**src/rtl/ahb_slave_decoder_mux.sv**
```systemverilog
// AHB-Lite address decoder and response multiplexer for one logic-module stack slot.
// Includes a default slave that answers unmapped accesses with a two-cycle ERROR.
module ahb_slave_decoder_mux #(
  parameter int                           NUM_SLAVES   = 3,
  parameter int                           ADDR_W       = 32,
  parameter int                           DATA_W       = 32,
  parameter logic [NUM_SLAVES*ADDR_W-1:0] SLV_BASE     = {32'hC2100000, 32'h02000000, 32'h00000000},
  parameter logic [NUM_SLAVES*ADDR_W-1:0] SLV_MASK     = {32'hFFF00000, 32'h0FF00000, 32'h0E000000},
  parameter bit                           STACK_DECODE = 1'b1,
  parameter int                           ERRCNT_W     = 8
) (
  input  logic                         HCLK,
  input  logic                         HRESETn,
  input  logic [ADDR_W-1:0]            HADDR,
  input  logic [1:0]                   HTRANS,
  input  logic [3:0]                   HDRID,
  output logic [NUM_SLAVES-1:0]        HSEL,
  output logic                         HSELDefault,
  output logic                         HSELLOGICMODULE,
  input  logic [NUM_SLAVES-1:0]        HREADYOUT_S,
  input  logic [2*NUM_SLAVES-1:0]      HRESP_S,
  input  logic [DATA_W*NUM_SLAVES-1:0] HRDATA_S,
  output logic                         HREADY_M,
  output logic [1:0]                   HRESP_M,
  output logic [DATA_W-1:0]            HRDATA_M,
  output logic [ERRCNT_W-1:0]          ErrCount,
  input  logic                         ErrClr
);

  localparam logic [1:0] RESP_OKAY  = 2'b00;
  localparam logic [1:0] RESP_ERROR = 2'b01;
  localparam logic [1:0] TRANS_NONSEQ = 2'b10;
  localparam logic [1:0] TRANS_SEQ    = 2'b11;

  typedef enum logic [1:0] {ST_IDLE, ST_ERR1, ST_ERR2} state_t;

  logic                  lm;
  logic                  stack_hit;
  logic [NUM_SLAVES-1:0] hit;
  logic [NUM_SLAVES-1:0] hsel_prio;
  logic                  any_hit;
  logic [NUM_SLAVES:0]   dsel_reg;
  state_t                state_reg, state_next;
  logic                  def_ready;
  logic [1:0]            def_resp;
  logic                  default_start;
  logic                  trans_active;
  logic [ERRCNT_W-1:0]   err_count_reg;

  // Stack position: each header ID owns one 256 MB window of the upper nibble.
  always_comb begin
    stack_hit = 1'b0;
    case ({HDRID, HADDR[31:28]})
      8'hEC, 8'h7D, 8'hBE, 8'hDF: stack_hit = 1'b1;
      default:                    stack_hit = 1'b0;
    endcase
  end

  generate
    if (STACK_DECODE) begin : g_stack
      assign lm = HRESETn & stack_hit;
    end else begin : g_nostack
      assign lm = HRESETn;
    end
  endgenerate

  genvar gi;
  generate
    for (gi = 0; gi < NUM_SLAVES; gi++) begin : g_hit
      assign hit[gi] = (HADDR & SLV_MASK[gi*ADDR_W +: ADDR_W]) == SLV_BASE[gi*ADDR_W +: ADDR_W];
    end
  endgenerate

  // Lowest index wins when windows overlap.
  always_comb begin
    hsel_prio = '0;
    any_hit   = 1'b0;
    for (int i = 0; i < NUM_SLAVES; i++) begin
      if (hit[i] && !any_hit) begin
        hsel_prio[i] = 1'b1;
        any_hit      = 1'b1;
      end
    end
  end

  assign HSEL            = lm ? hsel_prio : '0;
  assign HSELDefault     = lm & ~any_hit;
  assign HSELLOGICMODULE = lm;

  assign trans_active  = (HTRANS == TRANS_NONSEQ) || (HTRANS == TRANS_SEQ);
  assign default_start = HREADY_M & HSELDefault & trans_active;

  always_ff @(posedge HCLK or negedge HRESETn) begin
    if (!HRESETn) begin
      dsel_reg <= '0;
    end else if (HREADY_M) begin
      dsel_reg <= {HSELDefault, HSEL};
    end
  end

  always_ff @(posedge HCLK or negedge HRESETn) begin
    if (!HRESETn) begin
      state_reg <= ST_IDLE;
    end else begin
      state_reg <= state_next;
    end
  end

  always_comb begin
    state_next = state_reg;
    def_ready  = 1'b1;
    def_resp   = RESP_OKAY;
    case (state_reg)
      ST_IDLE: begin
        if (default_start) state_next = ST_ERR1;
      end
      ST_ERR1: begin
        def_ready  = 1'b0;
        def_resp   = RESP_ERROR;
        state_next = ST_ERR2;
      end
      ST_ERR2: begin
        def_resp   = RESP_ERROR;
        state_next = default_start ? ST_ERR1 : ST_IDLE;
      end
      default: state_next = ST_IDLE;
    endcase
  end

  // DSel is one-hot or zero, so at most one branch below applies.
  always_comb begin
    HREADY_M = 1'b1;
    HRESP_M  = RESP_OKAY;
    HRDATA_M = '0;
    if (dsel_reg[NUM_SLAVES]) begin
      HREADY_M = def_ready;
      HRESP_M  = def_resp;
    end
    for (int i = 0; i < NUM_SLAVES; i++) begin
      if (dsel_reg[i]) begin
        HREADY_M = HREADYOUT_S[i];
        HRESP_M  = HRESP_S[2*i +: 2];
        HRDATA_M = HRDATA_S[i*DATA_W +: DATA_W];
      end
    end
  end

  always_ff @(posedge HCLK or negedge HRESETn) begin
    if (!HRESETn) begin
      err_count_reg <= '0;
    end else if (ErrClr) begin
      err_count_reg <= '0;
    end else if (state_next == ST_ERR1 && err_count_reg != '1) begin
      err_count_reg <= err_count_reg + 1'b1;
    end
  end

  assign ErrCount = err_count_reg;

endmodule
```
**config.mk**
```make
export PLATFORM = sky130hd
export DESIGN_NAME = ahb_slave_decoder_mux
export DESIGN_NICKNAME = d
export VERILOG_FILES = /design/src/rtl/ahb_slave_decoder_mux.sv
export SDC_FILE = /design/constraint.sdc
export NUM_CORES = 1
export LEC_CHECK = 0
export ABC_AREA = 1
export CORE_AREA = 2 2 94 69
export CTS_CLUSTER_DIAMETER = 60
export DETAILED_ROUTE_END_ITERATION = 10
export DIE_AREA = 0 0 96 71
export GPL_TIMING_DRIVEN = 1
export PLACE_DENSITY_LB_ADDON = 0.2
export SYNTH_ARGS = -nofsm -noshare
export SYNTH_HDL_FRONTEND = slang
export SYNTH_SLANG_ARGS = --single-unit
```
**constraint.sdc**
```tcl
create_clock -name HCLK -period 3.4 [get_ports HCLK]
set_clock_uncertainty 0.05 [all_clocks]
set_input_delay 0.85 -clock HCLK [delete_from_list [all_inputs] [get_ports HCLK]]
set_output_delay 0.85 -clock HCLK [all_outputs]
set_load 0.01 [all_outputs]
```
==> flow_metrics.py <==
metrics = {
    "logic_synthesis": {
        "yosysSeqAreaShare_pct": 20.5,
        "yosys_warnings": 0,
        "ys_seq_elements": 14,
        "synthCells": 278,
        "netlist.area_leader.share_pct": 20.5,
        "netlist_area_um2": 1710,
        "ys_types": 31,
        "synth.area.top_cells": "dfrtp_1 20%, nand2_1 18%, a22oi_1 14%",
        "synth.net_count": 430,
        "avgSynthCellArea_um2": 6.16,
        "synth_top_area_cell": "dfrtp_1",
    },
    "cts": {
        "cts_made_buffers": 3,
        "cts_tree": "yes",
        "cts_setup_buffers": 0,
        "cts_sinks": 14,
        "worst_skew_pair.late_latency_ns": 0.24,
        "cts_max_level": 1,
        "path_clk_slew_ns": 0.06,
        "cts_root_buf": "clkbuf_8",
        "postCtsHoldBufs": 0,
        "clock_path_buffers": 2,
    },
    "setup_path": {
        "cp.arrival_ns": 2.33,
        "critPathMaxFanout": 4,
        "crit_required_ns": 2.50,
        "critPathKind": "in2out",
        "setup.worst_path.end_class": "primary output",
        "startpoint_type": "input port",
    },
    "route": {
        "drt_wl_total_um": 7190,
        "via_per_inst": 4.71,
        "ant_nets": 0,
        "drc": 0,
        "vias": 2489,
        "drt_iter0_markers": 81,
        "routedWlPerCell_um": 13.6,
        "first_pass_iters": 4,
    },
    "pwr": {
        "internal_power_uw": 442,
        "switching_share_pct": 25.8,
        "power_density_nw_per_um2": 164,
        "seqPwrFrac_pct": 31.9,
        "power_uw": 596,
        "vdd_ir_drop_max_uv": 271,
        "p_sw_uw": 154,
        "p_leak_uw": 0.00145,
        "power_frac_comb_pct": 41.3,
        "pwr-share-clk_pct": 26.7,
    },
    "placement": {
        "port_buffers": 172,
        "dpl.cell_count": 525,
        "gp_congestion": 0.837,
        "hpwlAfterDp_um": 5840,
        "place_ws_ns": -0.212,
    },
    "sta": {
        "fmax_ghz": 0.310,
        "fin_ws_ns": 0.172,
        "hold_viol_final": 0,
        "hold_slack_ns": 0.499,
        "max_slew.worst_pin.slew_ns": 0.549,
        "slew_headroom_pct": 63.4,
        "slew_violations": 0,
        "setup_violations": 0,
        "fin_crit_ns": 3.23,
        "period_share_pct": 94.9,
    },
    "final_layout": {
        "fin_nets": 604,
        "mostFrequentLayoutCells": "167 x clkdlybuf4s50_1, 81 x nand2_1, 36 x o21ai_0",
        "area_delta_synth_final_pct": 113,
        "fill_cells": 561,
        "antenna_cells_inserted": 0,
        "largest_register_ffs": 8,
        "final_common_cell": "clkdlybuf4s50_1",
        "final_cells": 529,
        "post_route_cells_drive_above_1_share_pct": 7.54,
    },
    "global_routing": {
        "grt_max_degree": 39,
        "antenna_found_initial": 0,
        "grt_util_all_layers_pct": 19.8,
        "grt-ovfl-total": 0,
        "grt_pass1_vias": 2357,
        "grt_pass1_wl_um": 10900,
    },
    "status": {
        "outcome": "finished clean",
    },
    "floorplan": {
        "start_util_pct": 28.6,
        "core_um2": 5980,
        "rows": 24,
        "die_h_um": 71,
        "die_w_um": 96,
        "pin_count": 194,
        "design.die.area_um2": 6820,
    },
    "run": {
        "maxCapViolCount": 0,
    },
    "hold_path": {
        "holdCritPathClass": "reg2reg",
    },
}
-- through the flow --
stage / util, % / setup TNS (ns) / instance area (µm²)
floorplan: - / 0 / 1710
detailed placement: 59.8 / -0.668 / 3570
global route: 61.0 / -0.00592 / 3640
CTS: 60.6 / 0 / 3620
finish: 61.0 / 0 / 3640
global placement: 59.8 / -0.620 / 3570
-- metal layers --
metal,up-vias,track usage (%),share of wire (%)
met3,6,4.90,9.4
met5,-,0,0
li1,1279,-,-
met1,1100,25.5,43
met4,0,2.38,1.3
met2,104,34.2,46
-- path summary, 6_finish.rpt --
kind | slack, ns | to | start | cells after the start
max | 0.17 | HSELDefault | HDRID[3] | 10
min | 0.50 | dsel_reg[3] | dsel_reg[3] | 2
max reg2reg | 1.50 | ErrCount[5] | dsel_reg[2] | 9
min reg2reg | 0.50 | dsel_reg[3] | dsel_reg[3] | 2
max in group asynchronous | 2.15 | dsel_reg[2] | HRESETn | 2
min in group asynchronous | 0.96 | ErrCount[4] | HRESETn | 2
-- logic make-up after synthesis --
family          share of synthesized area, %
xor+xnor                                2.56
simple gates                            35.6
flops                                   20.5
compound gates                          27.6
fa+ha+maj                               4.39
buf+inv                                 9.43
-- timing repair --
action                     4_1_cts  5_1_grt
setup endpoints to repair        4        4
gates resized for setup          4        6
hold endpoints to repair         0        0
cloned                           0        0
-- synthesized netlist by cell type --
library cell	number
o21ai_0	36
nand3_1	12
o211ai_1	1
nand2_1	82
buf_1	1
buf_2	1
nand4_4	1
nand2_4	2
xor2_1	3
a22oi_1	33
nor3_1	3
a31oi_1	1
a21oi_1	2
nand2_2	1
inv_1	22
or2_2	1
nand3_4	1
clkbuf_1	13
nor2_1	29
clkinv_1	1
dfrtp_1	14
ha_1	6
xnor2_1	2
inv_4	1
nor2_2	2
nor3b_1	1
nor2_4	1
buf_6	1
a21boi_0	1
nand4_1	2
o211ai_2	1
-- power groups by stage --
stage / logic (µW) / registers [µW] / clock network (µW)
2_1_floorplan: 61.7 / 193 / 0
3_3_place_gp: 240 / 193 / 0
3_5_place_dp: 244 / 193 / 0
4_1_cts: 246 / 190 / 163
5_1_grt: 267 / 193 / 172
6_report: 246 / 190 / 159
-- critical path: stages --
cell             delay [ns]
clkdlybuf4s50_1        0.50
nand2_1                0.08
nor2_1                 0.10
nand2_1                0.06
nand2_1                0.07
nor2_2                 0.05
nor2_4                 0.07
inv_1                  0.09
nor3_2                 0.15
dlygate4sd2_1          0.30
-- cell type report --
cell class                 count  area (µm²)  share of cell area (%)
timing repair buffer         185        1830                    50.2
inverter                      24        92.6                    2.54
clock buffer                   4        55.1                    1.51
multi-input combinational    224        1220                    33.4
tap                           78        97.6                    2.68
sequential                    14         352                    9.65
Note: power is estimated with default switching activity, not from simulation.
